## src/rtl/vga_pkg.sv

```systemverilog
// Shared VGA timing defaults, CRC constants and monitor state type.
// Used by the scan generator, the frame monitor and pixel generators.
package vga_pkg;

    // 800x600-class timing: 800 active of 1056 total clocks per line,
    // trimmed to 480 active lines of 525 total lines per frame.
    localparam int H_ACTIVE_DEF = 800;
    localparam int H_TOTAL_DEF  = 1056;
    localparam int H_SYNC_DEF   = 128;
    localparam int V_ACTIVE_DEF = 480;
    localparam int V_TOTAL_DEF  = 525;
    localparam int V_SYNC_DEF   = 4;

    // CRC-16-CCITT, MSB-first, no reflection, no final XOR.
    localparam logic [15:0] CRC_POLY = 16'h1021;
    localparam logic [15:0] CRC_INIT = 16'hFFFF;

    typedef enum logic {
        IDLE,
        MEASURE
    } mon_state_t;

    function automatic logic [15:0] sat_inc(input logic [15:0] v);
        return (v == 16'hFFFF) ? v : v + 16'd1;
    endfunction

endpackage

```

## src/rtl/crc16_ccitt_step.sv

```systemverilog
// One 16-bit data word folded into a CRC-16-CCITT, MSB first.
// Ports: crc_in (running CRC), data (word), crc_out (updated CRC).
module crc16_ccitt_step
    import vga_pkg::*;
(
    input  logic [15:0] crc_in,
    input  logic [15:0] data,
    output logic [15:0] crc_out
);

    logic [15:0] c;

    // Unrolled bit-serial LFSR: one shift per data bit, MSB first.
    always_comb begin
        c = crc_in;
        for (int i = 15; i >= 0; i--) begin
            if (c[15] ^ data[i]) begin
                c = {c[14:0], 1'b0} ^ CRC_POLY;
            end else begin
                c = {c[14:0], 1'b0};
            end
        end
        crc_out = c;
    end

endmodule

```

## src/rtl/vga_frame_monitor.sv

```systemverilog
// Receive-side VGA monitor: recovers geometry, CRC and a probe pixel.
// Ports: clk/rst, vga_* inputs, probe_x/y; per-frame results + flags.
module vga_frame_monitor
    import vga_pkg::*;
#(
    parameter int H_ACTIVE        = H_ACTIVE_DEF,
    parameter int V_ACTIVE        = V_ACTIVE_DEF,
    parameter int H_TOTAL         = H_TOTAL_DEF,
    parameter int V_TOTAL         = V_TOTAL_DEF,
    parameter int SYNC_ACTIVE_LOW = 1
) (
    input  logic        clk,
    input  logic        rst,
    input  logic        vga_hsync,
    input  logic        vga_vsync,
    input  logic        vga_de,
    input  logic [15:0] vga_rgb,
    input  logic [15:0] probe_x,
    input  logic [15:0] probe_y,
    output logic        frame_done,
    output logic        locked,
    output logic [15:0] meas_h_total,
    output logic [15:0] meas_h_active,
    output logic [15:0] meas_v_total,
    output logic [15:0] meas_v_active,
    output logic [15:0] frame_crc,
    output logic [15:0] probe_color,
    output logic [15:0] frame_count,
    output logic        geom_err,
    output logic        de_err
);

    localparam logic        POL    = (SYNC_ACTIVE_LOW != 0);
    localparam logic [15:0] EXP_HA = 16'(H_ACTIVE);
    localparam logic [15:0] EXP_VA = 16'(V_ACTIVE);
    localparam logic [15:0] EXP_HT = 16'(H_TOTAL);
    localparam logic [15:0] EXP_VT = 16'(V_TOTAL);

    // Input stage (_r) and one-cycle-older copy (_p) for edge detection.
    logic        hs_r, vs_r, de_r;
    logic        hs_p, vs_p, de_p;
    logic [15:0] rgb_r;

    logic hs_edge, vs_edge, de_fall;

    mon_state_t state, state_nxt;
    logic       frame_start, frame_end;

    logic [15:0] hcnt, h_total_w, h_active_w;
    logic [15:0] x, y, vlines, crc, probe_w;
    logic        probe_seen;

    logic [15:0] h_total_n, h_active_n, y_n, vlines_n;
    logic [15:0] crc_step, crc_n, probe_n, x_n;
    logic        probe_hit, probe_seen_n, de_bad;

    always_ff @(posedge clk) begin
        if (rst) begin
            hs_r  <= 1'b0;
            vs_r  <= 1'b0;
            de_r  <= 1'b0;
            rgb_r <= '0;
            hs_p  <= 1'b0;
            vs_p  <= 1'b0;
            de_p  <= 1'b0;
        end else begin
            // Normalise so that 1 always means "sync asserted".
            hs_r  <= vga_hsync ^ POL;
            vs_r  <= vga_vsync ^ POL;
            de_r  <= vga_de;
            rgb_r <= vga_rgb;
            hs_p  <= hs_r;
            vs_p  <= vs_r;
            de_p  <= de_r;
        end
    end

    assign hs_edge = hs_r & ~hs_p;
    assign vs_edge = vs_r & ~vs_p;
    assign de_fall = de_p & ~de_r;

    always_ff @(posedge clk) begin
        if (rst) state <= IDLE;
        else     state <= state_nxt;
    end

    always_comb begin
        state_nxt   = state;
        frame_start = 1'b0;
        frame_end   = 1'b0;
        case (state)
            IDLE: begin
                if (vs_edge) begin
                    state_nxt   = MEASURE;
                    frame_start = 1'b1;
                end
            end
            MEASURE: begin
                if (vs_edge) begin
                    frame_start = 1'b1;
                    frame_end   = 1'b1;
                end
            end
        endcase
    end

    crc16_ccitt_step u_crc (
        .crc_in  (crc),
        .data    (rgb_r),
        .crc_out (crc_step)
    );

    // Next working values including this cycle's events, so a frame
    // closing on the same cycle as a line end or pixel still sees them.
    always_comb begin
        h_total_n    = hs_edge ? hcnt : h_total_w;
        h_active_n   = de_fall ? x : h_active_w;
        y_n          = de_fall ? sat_inc(y) : y;
        vlines_n     = hs_edge ? sat_inc(vlines) : vlines;
        crc_n        = de_r ? crc_step : crc;
        probe_hit    = de_r && (x == probe_x) && (y == probe_y);
        probe_n      = probe_hit ? rgb_r : probe_w;
        probe_seen_n = probe_seen | probe_hit;
        de_bad       = (de_fall && (x != EXP_HA)) || (de_r && vs_r);
        if (hs_edge)   x_n = '0;
        else if (de_r) x_n = sat_inc(x);
        else           x_n = x;
    end

    always_ff @(posedge clk) begin
        if (rst) begin
            hcnt       <= '0;
            h_total_w  <= '0;
            h_active_w <= '0;
            x          <= '0;
            y          <= '0;
            vlines     <= '0;
            crc        <= CRC_INIT;
            probe_w    <= '0;
            probe_seen <= 1'b0;
        end else begin
            hcnt <= hs_edge ? 16'd1 : sat_inc(hcnt);
            if (frame_start) begin
                h_total_w  <= '0;
                h_active_w <= '0;
                x          <= '0;
                y          <= '0;
                vlines     <= '0;
                crc        <= CRC_INIT;
                probe_w    <= '0;
                probe_seen <= 1'b0;
            end else begin
                h_total_w  <= h_total_n;
                h_active_w <= h_active_n;
                x          <= x_n;
                y          <= y_n;
                vlines     <= vlines_n;
                crc        <= crc_n;
                probe_w    <= probe_n;
                probe_seen <= probe_seen_n;
            end
        end
    end

    always_ff @(posedge clk) begin
        if (rst) begin
            frame_done    <= 1'b0;
            locked        <= 1'b0;
            meas_h_total  <= '0;
            meas_h_active <= '0;
            meas_v_total  <= '0;
            meas_v_active <= '0;
            frame_crc     <= '0;
            probe_color   <= '0;
            frame_count   <= '0;
            geom_err      <= 1'b0;
            de_err        <= 1'b0;
        end else begin
            frame_done <= 1'b0;
            // Partial lines before the first frame edge are not judged.
            if (state == MEASURE && de_bad) de_err <= 1'b1;
            if (frame_end) begin
                frame_done    <= 1'b1;
                locked        <= 1'b1;
                meas_h_total  <= h_total_n;
                meas_h_active <= h_active_n;
                meas_v_total  <= vlines_n;
                meas_v_active <= y_n;
                frame_crc     <= crc_n;
                if (probe_seen_n) probe_color <= probe_n;
                frame_count   <= frame_count + 16'd1;
                geom_err      <= (h_total_n  != EXP_HT) ||
                                 (h_active_n != EXP_HA) ||
                                 (vlines_n   != EXP_VT) ||
                                 (y_n        != EXP_VA);
            end
        end
    end

endmodule
```

## config.mk

```make
export PLATFORM = sky130hd
export DESIGN_NAME = vga_frame_monitor
export DESIGN_NICKNAME = d
export VERILOG_FILES = /design/src/rtl/vga_pkg.sv /design/src/rtl/crc16_ccitt_step.sv /design/src/rtl/vga_frame_monitor.sv
export SDC_FILE = /design/constraint.sdc
export NUM_CORES = 1
export LEC_CHECK = 0
export CAP_MARGIN = 20
export CELL_PAD_IN_SITES_DETAIL_PLACEMENT = 1
export CELL_PAD_IN_SITES_GLOBAL_PLACEMENT = 2
export CORE_MARGIN = 2
export CORE_UTILIZATION = 33
export DETAILED_ROUTE_END_ITERATION = 7
export MAX_ROUTING_LAYER = met4
export PLACE_DENSITY = 0.89
export SLEW_MARGIN = 20
export SYNTH_ARGS = -nofsm -noshare
export SYNTH_HDL_FRONTEND = slang
export SYNTH_SLANG_ARGS = --single-unit
```

## constraint.sdc

```tcl
create_clock -name clk -period 2.5 [get_ports clk]
set_input_delay 0.25 -clock clk [delete_from_list [all_inputs] [get_ports clk]]
set_output_delay 0.25 -clock clk [all_outputs]
set_load 0.01 [all_outputs]
```

; ---- Word-level counts from Yosys, hierarchy flattened
; Index checks and enable logic that the tools add are counted.
[totals]
input_bits = 53
regBits = 268
elab_cells = 132
output_inout_bits = 116
[classes]
n_eq_ne = 12
muxes = 30
n_reduce_logical = 14
addsub = 5
bitwise = 42
[op_table]
columns = cell, n
row1 = $mux 13, 16
row2 = $mux 16, 8
row3 = $add 16x1->16 const B, 5
row4 = $eq 16x16->1 const B, 4
row5 = $ne 16x10->1 const B, 3
row6 = $not 3->3, 16
row7 = $eq 16x16->1, 2
row8 = $ne 16x11->1 const B, 1
row9 = $ne 16x9->1 const B, 1
row10 = $xor 1x1->1, 16
row11 = $mux 1, 6
row12 = $not 1->1, 6
row13 = $logic_and 1x1->1, 5
row14 = $logic_or 1x1->1, 4
row15 = $reduce_and 2->1, 2
row16 = $reduce_or 2->1, 2
row17 = $and 1x1->1, 3
row18 = $reduce_or 3->1, 1
row19 = $ne 2x2->1 const B, 1
row20 = $or 1x1->1, 1

; ---- Longest topological paths before layout
; Gate-level depths: netlist of run 1.
[depth]
word_depth = 33
mapped_depth = 10
ltp_nobuf = 8

; ---- Cells and area by module
; A second synthesis of run 1 with hierarchy kept.
[hier_totals]
cells_unflattened = 1235
area_unflattened_um2 = 11611.1
[by_module_without_submodules]
columns = mod, seq_area_each_um2, cells_per_inst, n_inst, area_per_inst_um2
row1 = vga_frame_monitor, 5365.1, 1185, 1, 11051.8
row2 = crc16_ccitt_step, 0.0, 50, 1, 559.3

; ---- Worst setup path before layout of run 1
; Ideal clock, no wire load.
[synth_path]
path_kind = register to register
startpoint = register vlines[0]
endpoint = register geom_err
stages_incl_launch_ff = 9
required_time_ps = 2369
synth_period_minus_slack_ps = 2313
path_buffers = 0
path_slack_ps = 187
arrival_ps = 2182
setup_time_ps = 131
cell_sequence = dfxtp_1 -> ha_1 -> nand4_2 -> or3_1 -> a31o_2 -> a222oi_1 -> nand4_1 -> nor4_1 -> a31oi_1
[synth_via]
elab_chain_cells = 6
elab_cells_between_ends = 7
cone_classes = 1 x add/sub / 2 x eq/ne / 2 x mux / 2 x reduce/logical
[synth_lines]
columns = element, line_no
row1 = "start, declared", vga_frame_monitor.sv:50  ; logic [15:0] x, y, vlines, crc, probe_w;
row2 = "start signal, assigned", vga_frame_monitor.sv:157  ; vlines <= vlines_n;
row3 = $add 16x1->16 / $eq 16x16->1 (equally long branches), vga_pkg.sv:24  ; return (v == 16'hFFFF) ? v : v + 16'd1;
row4 = $mux 16, vga_pkg.sv:24
row5 = $mux 16 *, vga_frame_monitor.sv:119  ; vlines_n = hs_edge ? sat_inc(vlines) : vlines;
row6 = $ne 16x10->1 *, vga_frame_monitor.sv:194  ; (vlines_n != EXP_VT) ||
row7 = $logic_or 1x1->1 *, vga_frame_monitor.sv:193  ; (h_active_n != EXP_HA) ||
row8 = $logic_or 1x1->1 *, vga_frame_monitor.sv:194
row9 = "end signal, assigned", vga_frame_monitor.sv:192  ; geom_err <= (h_total_n != EXP_HT) ||
row10 = "end, declared", vga_frame_monitor.sv:29  ; output logic geom_err,
; Mark *: on every way between the ends. The rest lies on a longest branch, timed or not.
; A chain may end at the register's enable or synchronous reset.

; ---- Final worst setup path of run 1
[layout_path]
startpoint = register y[8]
endpoint = register probe_color[9]
[layout_via]
elab_chain_cells = 4
elab_cells_between_ends = 5
cone_classes = 1 x eq/ne / 1 x mux / 1 x bitwise / 2 x reduce/logical
[layout_lines]
columns = element, line_no
row1 = "start, declared", vga_frame_monitor.sv:50
row2 = "start signal, assigned", vga_frame_monitor.sv:156  ; y <= y_n;
row3 = $eq 16x16->1 *, vga_frame_monitor.sv:121  ; probe_hit = de_r && (x == probe_x) && (y == probe_y);
row4 = $logic_and 1x1->1 *, vga_frame_monitor.sv:121
row5 = $or 1x1->1, vga_frame_monitor.sv:123  ; probe_seen_n = probe_seen | probe_hit;
row6 = $reduce_and 2->1 (no source line), --
row7 = "end signal, assigned", vga_frame_monitor.sv:190  ; if (probe_seen_n) probe_color <= probe_n;
row8 = "end, declared", vga_frame_monitor.sv:27  ; output logic [15:0] probe_color,
; Marked as above.

==> impl_results.html, run 1 <==
<table>
<tr><th>Metric</th><th>Value</th></tr>
<tr><th colspan="2">GRT</th></tr>
<tr><td>Global-route wire length before repair</td><td>around 55000 um</td></tr>
<tr><td>Antenna violations before repair</td><td>0</td></tr>
<tr><td>Total overflow reported by the global router</td><td>0</td></tr>
<tr><td>Pin count of the biggest net entering global routing</td><td>around 120</td></tr>
<tr><td>Total Routing Usage GR</td><td>roughly 20%</td></tr>
<tr><td>Via count of the first global-routing pass</td><td>approximately 10000</td></tr>
<tr><th colspan="2">Placement</th></tr>
<tr><td>IO Port Bufs</td><td>between 150 and 200</td></tr>
<tr><td>Detail Placement HPWL</td><td>~25000 um</td></tr>
<tr><td>Final weighted congestion of routability-driven global placement</td><td>0.888</td></tr>
<tr><td>DP Cell Count</td><td>roughly 1900</td></tr>
<tr><td>Post-placement setup slack</td><td>-0.205 ns</td></tr>
<tr><th colspan="2">Route</th></tr>
<tr><td>Remaining routing DRC violations</td><td>0</td></tr>
<tr><td>Vias per cell</td><td>~5.0</td></tr>
<tr><td>Final Routed Wirelength</td><td>34100 um</td></tr>
<tr><td>DRT iter0 DRCs</td><td>approximately 450</td></tr>
<tr><td>First-pass detailed-route iteration total</td><td>4</td></tr>
<tr><td>Wire length per cell</td><td>around 18 um</td></tr>
<tr><td>Post-route ant nets</td><td>0</td></tr>
<tr><td>DR vias</td><td>approximately 9600</td></tr>
<tr><th colspan="2">Timing</th></tr>
<tr><td>Hold Vio Cnt, Final</td><td>0</td></tr>
<tr><td>Max-Slew Margin vs Limit</td><td>between 50% and 60%</td></tr>
<tr><td>Slew Viols, Final</td><td>0</td></tr>
<tr><td>Setup Viol. Count Final</td><td>0</td></tr>
<tr><td>RSZ-0062 raised after global routing</td><td>true</td></tr>
<tr><td>Pin slew with the least headroom to its limit</td><td>around 0.65 ns</td></tr>
<tr><td>Final worst clock skew</td><td>0.0124 ns</td></tr>
<tr><td>Tmin final</td><td>between 2 and 2.5 ns</td></tr>
<tr><td>Fmax</td><td>between 0.4 and 0.5 GHz</td></tr>
<tr><td>Final worst-path cycle share</td><td>92.2%</td></tr>
<tr><td>Total negative slack</td><td>0 ns</td></tr>
<tr><td>Setup slack of the critical path after layout</td><td>0.195 ns</td></tr>
<tr><th colspan="2">Yosys</th></tr>
<tr><td>Number of unique standard cell types used by synthesis</td><td>63</td></tr>
<tr><td>Share of synthesized flip-flops with an asynchronous set or reset</td><td>0%</td></tr>
<tr><td>Leading post-synthesis cells by instance count</td><td>sky130_fd_sc_hd__dfxtp_1 (268), sky130_fd_sc_hd__nor2_1 (251), sky130_fd_sc_hd__xor2_1 (82)</td></tr>
<tr><td>Post-Synthesis Cells</td><td>~1200</td></tr>
<tr><td>Yosys Warn Count</td><td>0</td></tr>
<tr><td>Number of synthesized register bits</td><td>~270</td></tr>
<tr><td>Area of the mapped netlist</td><td>11400 um^2</td></tr>
<tr><td>Synth area leaders</td><td>sky130_fd_sc_hd__dfxtp_1 (47%), sky130_fd_sc_hd__nor2_1 (8.3%), sky130_fd_sc_hd__xor2_1 (6.3%)</td></tr>
<tr><td>Synth area leader</td><td>sky130_fd_sc_hd__dfxtp_1</td></tr>
<tr><td>Mean cell area of the mapped netlist</td><td>between 9 and 10 um^2</td></tr>
<tr><td>Sequential-to-total area share from yosys stat</td><td>~47%</td></tr>
<tr><td>Most common flop cell mapped by yosys</td><td>sky130_fd_sc_hd__dfxtp_1</td></tr>
<tr><td>Synthesized net count</td><td>between 1000 and 1500</td></tr>
<tr><td>Synth top area share</td><td>between 40% and 50%</td></tr>
<tr><td>Most instantiated library cell after synthesis</td><td>sky130_fd_sc_hd__dfxtp_1</td></tr>
<tr><td>Count of flip-flops with a built-in enable after synthesis</td><td>0</td></tr>
<tr><th colspan="2">Clock tree</th></tr>
<tr><td>Num Clock Sinks</td><td>roughly 270</td></tr>
<tr><td>Reg clk slew, reported paths</td><td>0.06 ns</td></tr>
<tr><td>Largest buffer count on any clock path</td><td>3</td></tr>
<tr><td>Depth of the CTS H-tree</td><td>1</td></tr>
<tr><td>TritonCTS Buffers</td><td>30</td></tr>
<tr><td>Clk_lat worst skew</td><td>between 0.5 and 0.6 ns</td></tr>
<tr><td>Clock root cell</td><td>sky130_fd_sc_hd__clkbuf_16</td></tr>
<tr><td>CTS tree</td><td>done</td></tr>
<tr><th colspan="2">Floorplan</th></tr>
<tr><td>Core area</td><td>33700 um^2</td></tr>
<tr><td>Die Span X</td><td>approximately 190 um</td></tr>
<tr><td>I/O pin count</td><td>about 170</td></tr>
<tr><td>Starting density of the core</td><td>33.7%</td></tr>
<tr><td>Die span in y</td><td>~190 um</td></tr>
<tr><td>Total number of placement rows</td><td>67</td></tr>
<tr><td>Overall die area</td><td>roughly 36000 um^2</td></tr>
<tr><th colspan="2">Outcome</th></tr>
<tr><td>Result of the run</td><td>finished, final reports clean</td></tr>
<tr><th colspan="2">Power</th></tr>
<tr><td>Leakage</td><td>slightly below 6 nW</td></tr>
<tr><td>Power density over the cells</td><td>between 700 and 800 nW/um^2</td></tr>
<tr><td>Sw frac</td><td>a little over a quarter</td></tr>
<tr><td>Combinational share of power</td><td>approximately a fifth</td></tr>
<tr><td>IR Drop Worst-Case VDD</td><td>between 0.5 and 0.6 mV</td></tr>
<tr><td>Total power of the final layout</td><td>between 0.01 and 0.015 W</td></tr>
<tr><td>Clk network pwr share</td><td>between 40% and 50%</td></tr>
<tr><td>Int Pwr</td><td>about 0.0085 W</td></tr>
<tr><td>Net switching power figure</td><td>between 0.003 and 0.004 W</td></tr>
<tr><td>Sequential power share</td><td>39.3%</td></tr>
<tr><th colspan="2">Critical path</th></tr>
<tr><td>Delay of the slowest cell on the worst path</td><td>0.47 ns</td></tr>
<tr><td>Crit end category</td><td>flop</td></tr>
<tr><td>Required time at the worst-slack endpoint</td><td>around 3 ns</td></tr>
<tr><td>Crit path kind</td><td>reg2reg</td></tr>
<tr><td>Biggest fanout along the worst timing path</td><td>17</td></tr>
<tr><td>Cell Chain, Critical Path</td><td>xor2_1 -&gt; nor4_1 -&gt; nand4_1 -&gt; or3_4 -&gt; buf_4 -&gt; mux2i_2 -&gt; a211oi_2</td></tr>
<tr><td>CP Launch Type</td><td>flop</td></tr>
<tr><td>CP arrival</td><td>2.78 ns</td></tr>
<tr><td>Cell at the slowest stage of the critical path</td><td>sky130_fd_sc_hd__dfxtp_1</td></tr>
<tr><th colspan="2">Flow run</th></tr>
<tr><td>Number of violations of the max-capacitance limit</td><td>0</td></tr>
<tr><th colspan="2">Finish</th></tr>
<tr><td>Share of cells above drive strength 1</td><td>between 10 and 15%</td></tr>
<tr><td>Final Net Count</td><td>about 1500</td></tr>
<tr><td>Area Growth Syn to Fin</td><td>32.9%</td></tr>
<tr><td>ANT cells</td><td>0</td></tr>
<tr><td>Non-filler cells in the finished layout</td><td>between 1500 and 2000</td></tr>
<tr><th colspan="2">Hold path</th></tr>
<tr><td>Class of the tightest hold or removal check</td><td>in2reg</td></tr>
</table>
## worst max-delay path: cells and delay by family, from the launching register on
family,cells,cell delay [ns]
simple gates,3,0.94
flops,1,0.47
buf+inv,1,0.25
compound gates,1,0.23
mux,1,0.21
xor+xnor,1,0.11
## sequential cells by signal (all words and copies together) (netlist names), 16 cells and up
register / count
meas_v_active: 16
probe_w: 16
frame_count: 16
meas_v_total: 16
meas_h_total: 16
h_active_w: 16
hcnt: 16
vlines: 16
meas_h_active: 16
crc: 16
rgb_r: 16
h_total_w: 16
frame_crc: 16
y: 16
probe_color: 16
x: 16
## power by group through the flow
stage | logic [W] | registers (W) | clock network (W)
floorplan | 0.00171 | 0.00463 | 0
finish | 0.00237 | 0.00455 | 0.00468
detailed placement | 0.00236 | 0.00465 | 0
CTS | 0.00239 | 0.00455 | 0.00480
global route | 0.00256 | 0.00457 | 0.00501
global placement | 0.00230 | 0.00464 | 0
## layout make-up
cell class                 instances  area (um^2)
tap                              448          561
clock buffer                      43          891
sequential                       268         5370
clock inverter                    13          174
timing repair buffer             258         2410
multi-input combinational        887         5660
fill                            3847        18600
inverter                          11         41.3
## cell usage in the layout (no fill, tap or decap), types with 5 or more instances in the layout
master	Yosys	routed
sky130_fd_sc_hd__and3_1	22	22
sky130_fd_sc_hd__clkbuf_16	0	31
sky130_fd_sc_hd__and4_1	8	8
sky130_fd_sc_hd__nor2_1	251	251
sky130_fd_sc_hd__nor2b_1	25	25
sky130_fd_sc_hd__xnor3_1	5	5
sky130_fd_sc_hd__a21oi_1	44	44
sky130_fd_sc_hd__nor4_1	19	17
sky130_fd_sc_hd__a21o_1	6	6
sky130_fd_sc_hd__or3_1	9	8
sky130_fd_sc_hd__clkbuf_1	58	5
sky130_fd_sc_hd__clkdlybuf4s50_1	0	167
sky130_fd_sc_hd__nand3_1	28	28
sky130_fd_sc_hd__ha_1	6	5
sky130_fd_sc_hd__and2_1	9	8
sky130_fd_sc_hd__a211oi_1	58	58
sky130_fd_sc_hd__xor2_1	82	82
sky130_fd_sc_hd__o21a_1	8	8
sky130_fd_sc_hd__clkbuf_8	0	7
sky130_fd_sc_hd__nor3_1	11	10
sky130_fd_sc_hd__dfxtp_1	268	266
sky130_fd_sc_hd__o21ai_0	16	16
sky130_fd_sc_hd__nand2_1	80	79
sky130_fd_sc_hd__nand4_1	30	30
sky130_fd_sc_hd__mux2i_1	60	58
sky130_fd_sc_hd__inv_1	11	11
sky130_fd_sc_hd__clkinv_2	0	6
sky130_fd_sc_hd__buf_4	2	86
sky130_fd_sc_hd__xnor2_1	42	42
sky130_fd_sc_hd__a211oi_2	14	14
## cell families after synthesis
| kind of cell | after synthesis | share of synthesized area, % |
|---|---|---|
| flops | 268 | 47.2 |
| mux | 60 | 5.29 |
| buf+inv | 89 | 3.44 |
| fa+ha+maj | 6 | 0.661 |
| compound gates | 169 | 10.7 |
| simple gates | 519 | 21.5 |
| xor+xnor | 133 | 11.1 |
## layer usage
metal | wire length, um | global-route usage (%) | up-vias
met4 | 559 | 4.38 | 0
met1 | 15800 | 25.0 | 4717
met2 | 16400 | 32.8 | 188
met3 | 1340 | 2.58 | 45
met5 | 0 | - | -
li1 | - | - | 4693
## metrics by stage
step | area (um^2) | hold slack, ns | util (%)
6_report | 15100 | 0.0316 | 44.8
5_1_grt | 15100 | 0.0365 | 44.8
4_1_cts | 15100 | 0.0130 | 44.7
3_5_place_dp | 14000 | 0.460 | 41.5
3_3_place_gp | 14000 | 0.451 | 41.5
2_1_floorplan | 11400 | 0.317 | -
## path summary, 6_finish.rpt
kind,start,endpoint,slack [ns],cells past startpoint
hold reg to reg,meas_v_total[15]$_SDFFE_PP0P_,meas_v_total[15]$_SDFFE_PP0P_,0.47,2
setup / recovery,y[8]$_SDFF_PP0_,probe_color[9]$_SDFFE_PP0P_,0.20,7
hold / removal,rst,frame_count[13]$_SDFFE_PP0P_,0.03,2
setup reg to reg,y[8]$_SDFF_PP0_,probe_color[9]$_SDFFE_PP0P_,0.20,7
## repair_timing
item | 4_1_cts | 5_1_grt
buffers inserted | 0 | 0
hold buffers | 0 | 0
setup endpoints to repair | 1 | 33
resized for setup | 1 | 12
gates cloned | 0 | 0
pin swaps | 0 | 1
(Power assumes the default switching activity.)
==> run 2: changes to the inputs <==
--- a/config.mk
+++ b/config.mk
@@ -12,7 +12,7 @@
 export CORE_UTILIZATION = 33
 export DETAILED_ROUTE_END_ITERATION = 7
 export MAX_ROUTING_LAYER = met4
-export PLACE_DENSITY = 0.89
+export PLACE_DENSITY = 0.91
 export SLEW_MARGIN = 20
 export SYNTH_ARGS = -nofsm -noshare
 export SYNTH_HDL_FRONTEND = slang
==> impl_results.html, run 2 (synthesized netlist as in run 1, its figures left out) <==
<table>
<tr><th>Metric</th><th>Value</th></tr>
<tr><th colspan="2">Outcome</th></tr>
<tr><td>Result of the run</td><td>finished, final reports clean</td></tr>
<tr><th colspan="2">Placement</th></tr>
<tr><td>Final weighted congestion of routability-driven global placement</td><td>0.929</td></tr>
<tr><td>Detail Placement HPWL</td><td>about 25000 um</td></tr>
<tr><td>Post-placement setup slack</td><td>-0.246 ns</td></tr>
<tr><td>IO Port Bufs</td><td>~170</td></tr>
<tr><td>Cell area reported after detailed placement</td><td>approximately 14000 um^2</td></tr>
<tr><th colspan="2">Clock tree</th></tr>
<tr><td>Reg clk slew, reported paths</td><td>about 0.06 ns</td></tr>
<tr><td>Clk_lat worst skew</td><td>~0.56 ns</td></tr>
<tr><td>CTS tree</td><td>done</td></tr>
<tr><td>Setup repair bufs after CTS</td><td>0</td></tr>
<tr><td>Depth of the CTS H-tree</td><td>1</td></tr>
<tr><td>Clock root cell</td><td>sky130_fd_sc_hd__clkbuf_16</td></tr>
<tr><td>Largest buffer count on any clock path</td><td>3</td></tr>
<tr><td>Num Clock Sinks</td><td>about 270</td></tr>
<tr><td>TritonCTS Buffers</td><td>30</td></tr>
<tr><th colspan="2">Power</th></tr>
<tr><td>Power density over the cells</td><td>752 nW/um^2</td></tr>
<tr><td>Leakage</td><td>5.76 nW</td></tr>
<tr><td>IR Drop Worst-Case VDD</td><td>about 0.54 mV</td></tr>
<tr><th colspan="2">Timing</th></tr>
<tr><td>Final worst clock skew</td><td>around 0.023 ns</td></tr>
<tr><td>Max-Slew Margin vs Limit</td><td>roughly 56%</td></tr>
<tr><td>Tmin final</td><td>2.37 ns</td></tr>
<tr><td>Final worst-path cycle share</td><td>around 95%</td></tr>
<tr><td>Hold Vio Cnt, Final</td><td>0</td></tr>
<tr><td>RSZ-0062 raised after global routing</td><td>true</td></tr>
<tr><td>Setup slack of the critical path after layout</td><td>~0.13 ns</td></tr>
<tr><td>Fmax</td><td>0.421 GHz</td></tr>
<tr><td>Setup Viol. Count Final</td><td>0</td></tr>
<tr><td>Pin slew with the least headroom to its limit</td><td>0.667 ns</td></tr>
<tr><td>Slew Viols, Final</td><td>0</td></tr>
<tr><th colspan="2">Finish</th></tr>
<tr><td>Area taken by multi-input logic gates</td><td>5690 um^2</td></tr>
<tr><td>ANT cells</td><td>0</td></tr>
<tr><td>Post-route cell area</td><td>15100 um^2</td></tr>
<tr><td>Combined flip-flop and latch cell area</td><td>around 5400 um^2</td></tr>
<tr><td>Final Net Count</td><td>~1500</td></tr>
<tr><td>Commonest cells after routing, fill and taps aside</td><td>sky130_fd_sc_hd__dfxtp_1 (260), sky130_fd_sc_hd__nor2_1 (250), sky130_fd_sc_hd__clkdlybuf4s50_1 (167)</td></tr>
<tr><td>Number of filler cells placed in the layout</td><td>around 3800</td></tr>
<tr><td>Area Growth Syn to Fin</td><td>32.5%</td></tr>
<tr><td>Commonest non-fill, non-tap cell in the layout</td><td>sky130_fd_sc_hd__dfxtp_1</td></tr>
<tr><td>Share of cells above drive strength 1</td><td>about an eighth</td></tr>
<tr><th colspan="2">Floorplan</th></tr>
<tr><td>Overall die area</td><td>~36000 um^2</td></tr>
<tr><td>Die span in y</td><td>190 um</td></tr>
<tr><td>Total number of placement rows</td><td>67</td></tr>
<tr><td>I/O pin count</td><td>169</td></tr>
<tr><td>Starting density of the core</td><td>between 30% and 40%</td></tr>
<tr><td>Die Span X</td><td>190 um</td></tr>
<tr><td>Core area</td><td>around 34000 um^2</td></tr>
<tr><th colspan="2">Critical path</th></tr>
<tr><td>Reg-to-reg startpoint</td><td>vlines[1]$_SDFF_PP0_</td></tr>
<tr><td>Crit end category</td><td>flop</td></tr>
<tr><td>Crit path kind</td><td>reg2reg</td></tr>
<tr><td>FF-to-FF End</td><td>geom_err$_SDFFE_PP0P_</td></tr>
<tr><td>Worst reg-to-reg path cell count</td><td>8</td></tr>
<tr><td>CP Launch Type</td><td>flop</td></tr>
<tr><td>Origin of the worst setup path</td><td>vlines[1]$_SDFF_PP0_</td></tr>
<tr><td>R2r setup slk</td><td>approximately 0.13 ns</td></tr>
<tr><td>Biggest fanout along the worst timing path</td><td>4</td></tr>
<tr><td>Required time at the worst-slack endpoint</td><td>about 2.9 ns</td></tr>
<tr><td>CP arrival</td><td>between 2 and 3 ns</td></tr>
<tr><th colspan="2">Hold path</th></tr>
<tr><td>Worst hold path stage count</td><td>2</td></tr>
<tr><td>Hold worst-path end</td><td>rgb_r[14]$_SDFF_PP0_</td></tr>
<tr><td>Worst min-delay path startpoint</td><td>vga_rgb[14]</td></tr>
<tr><td>Class of the tightest hold or removal check</td><td>in2reg</td></tr>
<tr><th colspan="2">GRT</th></tr>
<tr><td>Via count of the first global-routing pass</td><td>between 10000 and 15000</td></tr>
<tr><td>Total overflow reported by the global router</td><td>0</td></tr>
<tr><td>Antenna violations before repair</td><td>0</td></tr>
<tr><td>Global-route wire length before repair</td><td>around 54000 um</td></tr>
<tr><td>Pin count of the biggest net entering global routing</td><td>122</td></tr>
<tr><td>Total Routing Usage GR</td><td>between 10% and 20%</td></tr>
<tr><th colspan="2">Route</th></tr>
<tr><td>DR vias</td><td>9543</td></tr>
<tr><td>Wire length per cell</td><td>approximately 18 um</td></tr>
<tr><td>Final Routed Wirelength</td><td>about 34000 um</td></tr>
<tr><td>DRT iter0 DRCs</td><td>approximately 360</td></tr>
<tr><td>Post-route ant nets</td><td>0</td></tr>
<tr><td>Vias per cell</td><td>between 4 and 5</td></tr>
<tr><td>First-pass detailed-route iteration total</td><td>4</td></tr>
<tr><td>Remaining routing DRC violations</td><td>0</td></tr>
<tr><th colspan="2">Flow run</th></tr>
<tr><td>Number of violations of the max-capacitance limit</td><td>0</td></tr>
</table>
-- run 2: metal layers --
| metal | GRT usage (%) | vias up | wire [um] |
|---|---|---|---|
| met1 | 24.2 | 4620 | 15400 |
| met5 | - | - | 0 |
| met2 | 33.5 | 194 | 16800 |
| li1 | - | 4683 | - |
| met3 | 2.91 | 46 | 1530 |
| met4 | 4.08 | 0 | 579 |
-- run 2: stage by stage --
step	power, W	utilization, %	TNS (ns)	hold slack (ns)	std cells
after floorplan	0.00634	-	0	0.317	1244
final	0.0113	44.7	0	0.245	1925
after CTS	0.0115	44.4	0	0.227	1925
after global placement	0.00697	41.4	-4.05	0.453	1869
after global routing	0.0118	44.7	-0.0369	0.238	1925
after detailed placement	0.00702	41.4	-6.19	0.462	1869
-- run 2: layout make-up --
type / instances / area share (%)
Sequential cell: 268 / 35.7
Tap cell: 448 / 3.72
Multi-Input combinational cell: 887 / 37.8
Inverter: 11 / 0.274
Clock inverter: 9 / 0.499
Timing Repair Buffer: 256 / 15.9
Clock buffer: 46 / 6.12
-- run 2: how the worst max path moves through the flow --
stage	to	cells past startpoint
floorplan	geom_err$_SDFFE_PP0P_	8
global placement	probe_color[8]$_SDFFE_PP0P_	8
detailed placement	probe_color[8]$_SDFFE_PP0P_	8
CTS	geom_err$_SDFFE_PP0P_	8
global route	geom_err$_SDFFE_PP0P_	8
finish	geom_err$_SDFFE_PP0P_	8
-- run 2: critical path, stage by stage, from the launching register on --
cell and delay, ns:
sky130_fd_sc_hd__dfxtp_2 0.36, sky130_fd_sc_hd__ha_4 0.16, sky130_fd_sc_hd__nand4_4 0.12, sky130_fd_sc_hd__or3_4 0.36
sky130_fd_sc_hd__a31o_4 0.23, sky130_fd_sc_hd__a222oi_1 0.36, sky130_fd_sc_hd__nand4_1 0.20, sky130_fd_sc_hd__nor4_4 0.34
sky130_fd_sc_hd__a31oi_1 0.12
-- run 2: repair_timing --
action / CTS / global route
hold buffers: 1 / 0
endpoints found under the setup margin: 1 / 33
resized for setup: 1 / 21
pin swaps: 1 / 8
endpoints found under the hold margin: 4 / 0
-- run 2: where the power goes --
group	internal [W]	total, W	switching (W)
Combinational	0.00119	0.00237	0.00118
Clock	0.00262	0.00440	0.00178
Sequential	0.00443	0.00455	0.000124
==> run 3: changes to the inputs <==
==> constraint.sdc (replaced) <==
create_clock -name clk -period 2.6 [get_ports clk]
set_input_delay 0.26 -clock clk [delete_from_list [all_inputs] [get_ports clk]]
set_output_delay 0.26 -clock clk [all_outputs]
set_load 0.1 [all_outputs]
==> impl_results.html, run 3 (synthesized netlist as in run 1, its figures left out) <==
<table>
<tr><th>Metric</th><th>Value</th></tr>
<tr><th colspan="2">Clock tree</th></tr>
<tr><td>Clock root cell</td><td>sky130_fd_sc_hd__clkbuf_16</td></tr>
<tr><td>TritonCTS Buffers</td><td>30</td></tr>
<tr><td>Reg clk slew, reported paths</td><td>~0.060 ns</td></tr>
<tr><td>Clk_lat worst skew</td><td>approximately 0.55 ns</td></tr>
<tr><td>Largest buffer count on any clock path</td><td>3</td></tr>
<tr><td>Depth of the CTS H-tree</td><td>1</td></tr>
<tr><td>Num Clock Sinks</td><td>between 200 and 300</td></tr>
<tr><td>CTS tree</td><td>done</td></tr>
<tr><th colspan="2">Power</th></tr>
<tr><td>Power density over the cells</td><td>around 760 nW/um^2</td></tr>
<tr><td>Total power of the final layout</td><td>between 0.01 and 0.015 W</td></tr>
<tr><td>Leakage</td><td>~5.9 nW</td></tr>
<tr><td>IR Drop Worst-Case VDD</td><td>between 0.5 and 0.6 mV</td></tr>
<tr><th colspan="2">GRT</th></tr>
<tr><td>Total overflow reported by the global router</td><td>0</td></tr>
<tr><td>Via count of the first global-routing pass</td><td>9878</td></tr>
<tr><td>Global-route wire length before repair</td><td>approximately 54000 um</td></tr>
<tr><td>Antenna violations before repair</td><td>0</td></tr>
<tr><td>Pin count of the biggest net entering global routing</td><td>roughly 120</td></tr>
<tr><td>Total Routing Usage GR</td><td>about a fifth</td></tr>
<tr><th colspan="2">Timing</th></tr>
<tr><td>RSZ-0062 raised after global routing</td><td>true</td></tr>
<tr><td>Tmin final</td><td>roughly 2.5 ns</td></tr>
<tr><td>Final worst-path cycle share</td><td>between 90% and 100%</td></tr>
<tr><td>Setup Viol. Count Final</td><td>0</td></tr>
<tr><td>Total negative slack</td><td>0 ns</td></tr>
<tr><td>Final worst clock skew</td><td>~0.015 ns</td></tr>
<tr><td>Max-Slew Margin vs Limit</td><td>~57%</td></tr>
<tr><td>Slew Viols, Final</td><td>0</td></tr>
<tr><td>Fmax</td><td>0.406 GHz</td></tr>
<tr><td>Hold Vio Cnt, Final</td><td>0</td></tr>
<tr><td>Pin slew with the least headroom to its limit</td><td>approximately 0.64 ns</td></tr>
<tr><td>Setup slack of the critical path after layout</td><td>between 0.1 and 0.15 ns</td></tr>
<tr><th colspan="2">Critical path</th></tr>
<tr><td>Cell Chain, Critical Path</td><td>xor2_1 -&gt; nor4_1 -&gt; nand4_1 -&gt; or3_1 -&gt; buf_4 -&gt; mux2i_1 -&gt; a211oi_2</td></tr>
<tr><td>Crit end category</td><td>flop</td></tr>
<tr><td>CP arrival</td><td>around 2.9 ns</td></tr>
<tr><td>Reg-to-reg startpoint</td><td>x[9]$_SDFFE_PP0P_</td></tr>
<tr><td>Crit path kind</td><td>reg2reg</td></tr>
<tr><td>Cell at the slowest stage of the critical path</td><td>sky130_fd_sc_hd__or3_1</td></tr>
<tr><td>Delay of the slowest cell on the worst path</td><td>0.52 ns</td></tr>
<tr><td>CP Launch Type</td><td>flop</td></tr>
<tr><td>Origin of the worst setup path</td><td>x[9]$_SDFFE_PP0P_</td></tr>
<tr><td>R2r setup slk</td><td>approximately 0.14 ns</td></tr>
<tr><td>Required time at the worst-slack endpoint</td><td>3.07 ns</td></tr>
<tr><td>Biggest fanout along the worst timing path</td><td>17</td></tr>
<tr><th colspan="2">Finish</th></tr>
<tr><td>Commonest non-fill, non-tap cell in the layout</td><td>sky130_fd_sc_hd__dfxtp_1</td></tr>
<tr><td>Area taken by multi-input logic gates</td><td>around 5600 um^2</td></tr>
<tr><td>Combined flip-flop and latch cell area</td><td>~5400 um^2</td></tr>
<tr><td>Area Growth Syn to Fin</td><td>28.2%</td></tr>
<tr><td>Share of cells above drive strength 1</td><td>18.2%</td></tr>
<tr><td>Final Net Count</td><td>between 1000 and 1500</td></tr>
<tr><td>Number of filler cells placed in the layout</td><td>3892</td></tr>
<tr><td>Commonest cells after routing, fill and taps aside</td><td>sky130_fd_sc_hd__dfxtp_1 (268), sky130_fd_sc_hd__nor2_1 (251), sky130_fd_sc_hd__buf_4 (184)</td></tr>
<tr><td>ANT cells</td><td>0</td></tr>
<tr><th colspan="2">Outcome</th></tr>
<tr><td>Result of the run</td><td>finished, final reports clean</td></tr>
<tr><th colspan="2">Route</th></tr>
<tr><td>Wire length per cell</td><td>approximately 18 um</td></tr>
<tr><td>DR vias</td><td>9465</td></tr>
<tr><td>DRT iter0 DRCs</td><td>380</td></tr>
<tr><td>Final Routed Wirelength</td><td>about 34000 um</td></tr>
<tr><td>Vias per cell</td><td>between 4 and 5</td></tr>
<tr><td>Remaining routing DRC violations</td><td>0</td></tr>
<tr><td>Post-route ant nets</td><td>0</td></tr>
<tr><td>First-pass detailed-route iteration total</td><td>4</td></tr>
<tr><th colspan="2">Placement</th></tr>
<tr><td>Detail Placement HPWL</td><td>25000 um</td></tr>
<tr><td>Final weighted congestion of routability-driven global placement</td><td>0.907</td></tr>
<tr><td>IO Port Bufs</td><td>~170</td></tr>
<tr><td>Post-placement setup slack</td><td>-0.139 ns</td></tr>
<tr><th colspan="2">Floorplan</th></tr>
<tr><td>Die Span X</td><td>approximately 190 um</td></tr>
<tr><td>I/O pin count</td><td>between 150 and 200</td></tr>
<tr><td>Overall die area</td><td>35900 um^2</td></tr>
<tr><td>Total number of placement rows</td><td>67</td></tr>
<tr><td>Starting density of the core</td><td>roughly a third</td></tr>
<tr><td>Core area</td><td>33700 um^2</td></tr>
<tr><td>Die span in y</td><td>approximately 190 um</td></tr>
<tr><th colspan="2">Hold path</th></tr>
<tr><td>Worst min-delay path startpoint</td><td>vga_rgb[8]</td></tr>
<tr><td>Class of the tightest hold or removal check</td><td>in2reg</td></tr>
<tr><th colspan="2">Flow run</th></tr>
<tr><td>Number of violations of the max-capacitance limit</td><td>0</td></tr>
</table>
==> run 3: cell types whose count changed in the layout (fill, tap and decap cells not counted), sizes merged <==
cell / delta
clkinv: -3
clkdlybuf4s50: -116
buf: +100
clkinvlp: -2
clkbuf: +4
==> run 3: worst max-delay path: cells and delay by family (launching register included) <==
| family | cells | cell delay, ns |
|---|---|---|
| AO/OA/AOI/OAI | 1 | 0.25 |
| XOR/XNOR | 1 | 0.11 |
| buffers and inverters | 1 | 0.29 |
| flip-flops | 1 | 0.48 |
| multiplexers | 1 | 0.18 |
| AND/OR/NAND/NOR | 3 | 1.06 |
==> run 3: final timing paths <==
path / to / depth (start not counted)
min: rgb_r[8]$_SDFF_PP0_ / 2
min reg2reg: meas_v_total[15]$_SDFFE_PP0P_ / 2
max reg2reg: probe_color[9]$_SDFFE_PP0P_ / 7
max: probe_color[9]$_SDFFE_PP0P_ / 7
==> run 3: stage by stage <==
step | utilization [%] | hold WS (ns) | area [um^2] | std cells
finish | 43.2 | 0.270 | 14600 | 1908
global route | 43.2 | 0.249 | 14600 | 1908
CTS | 43.2 | 0.244 | 14600 | 1908
detailed placement | 40.2 | 0.466 | 13600 | 1853
global placement | 40.2 | 0.453 | 13600 | 1853
floorplan | - | 0.327 | 11400 | 1244
==> run 3: area by class of cell <==
type | instances | share of cell area [%]
Multi-Input combinational cell | 887 | 38.6
Sequential cell | 268 | 36.8
Timing Repair Buffer | 240 | 13.6
Clock buffer | 50 | 6.50
Tap cell | 448 | 3.85
Clock inverter | 4 | 0.309
Inverter | 11 | 0.283
==> run 3: metal layers <==
layer	part of all wire [%]	wire length (um)	track usage, %	up-vias
li1	-	-	-	4643
met1	45	15400	24.3	4613
met2	49	16500	32.5	171
met3	4.3	1460	3.12	38
met4	1.6	556	3.88	0
met5	0	0	-	-
==> run 3: what timing repair did <==
action,CTS,global route
endpoints found under the hold margin,1,0
endpoints found under the setup margin,0,11
gates resized for setup,0,3
buffers inserted,0,0
hold buffers,1,0
==> run 3: power breakdown <==
group          total [W]  internal [W]  switching (W)
logic            0.00250       0.00109        0.00141
registers        0.00438       0.00426       0.000119
clock network    0.00421       0.00255        0.00166
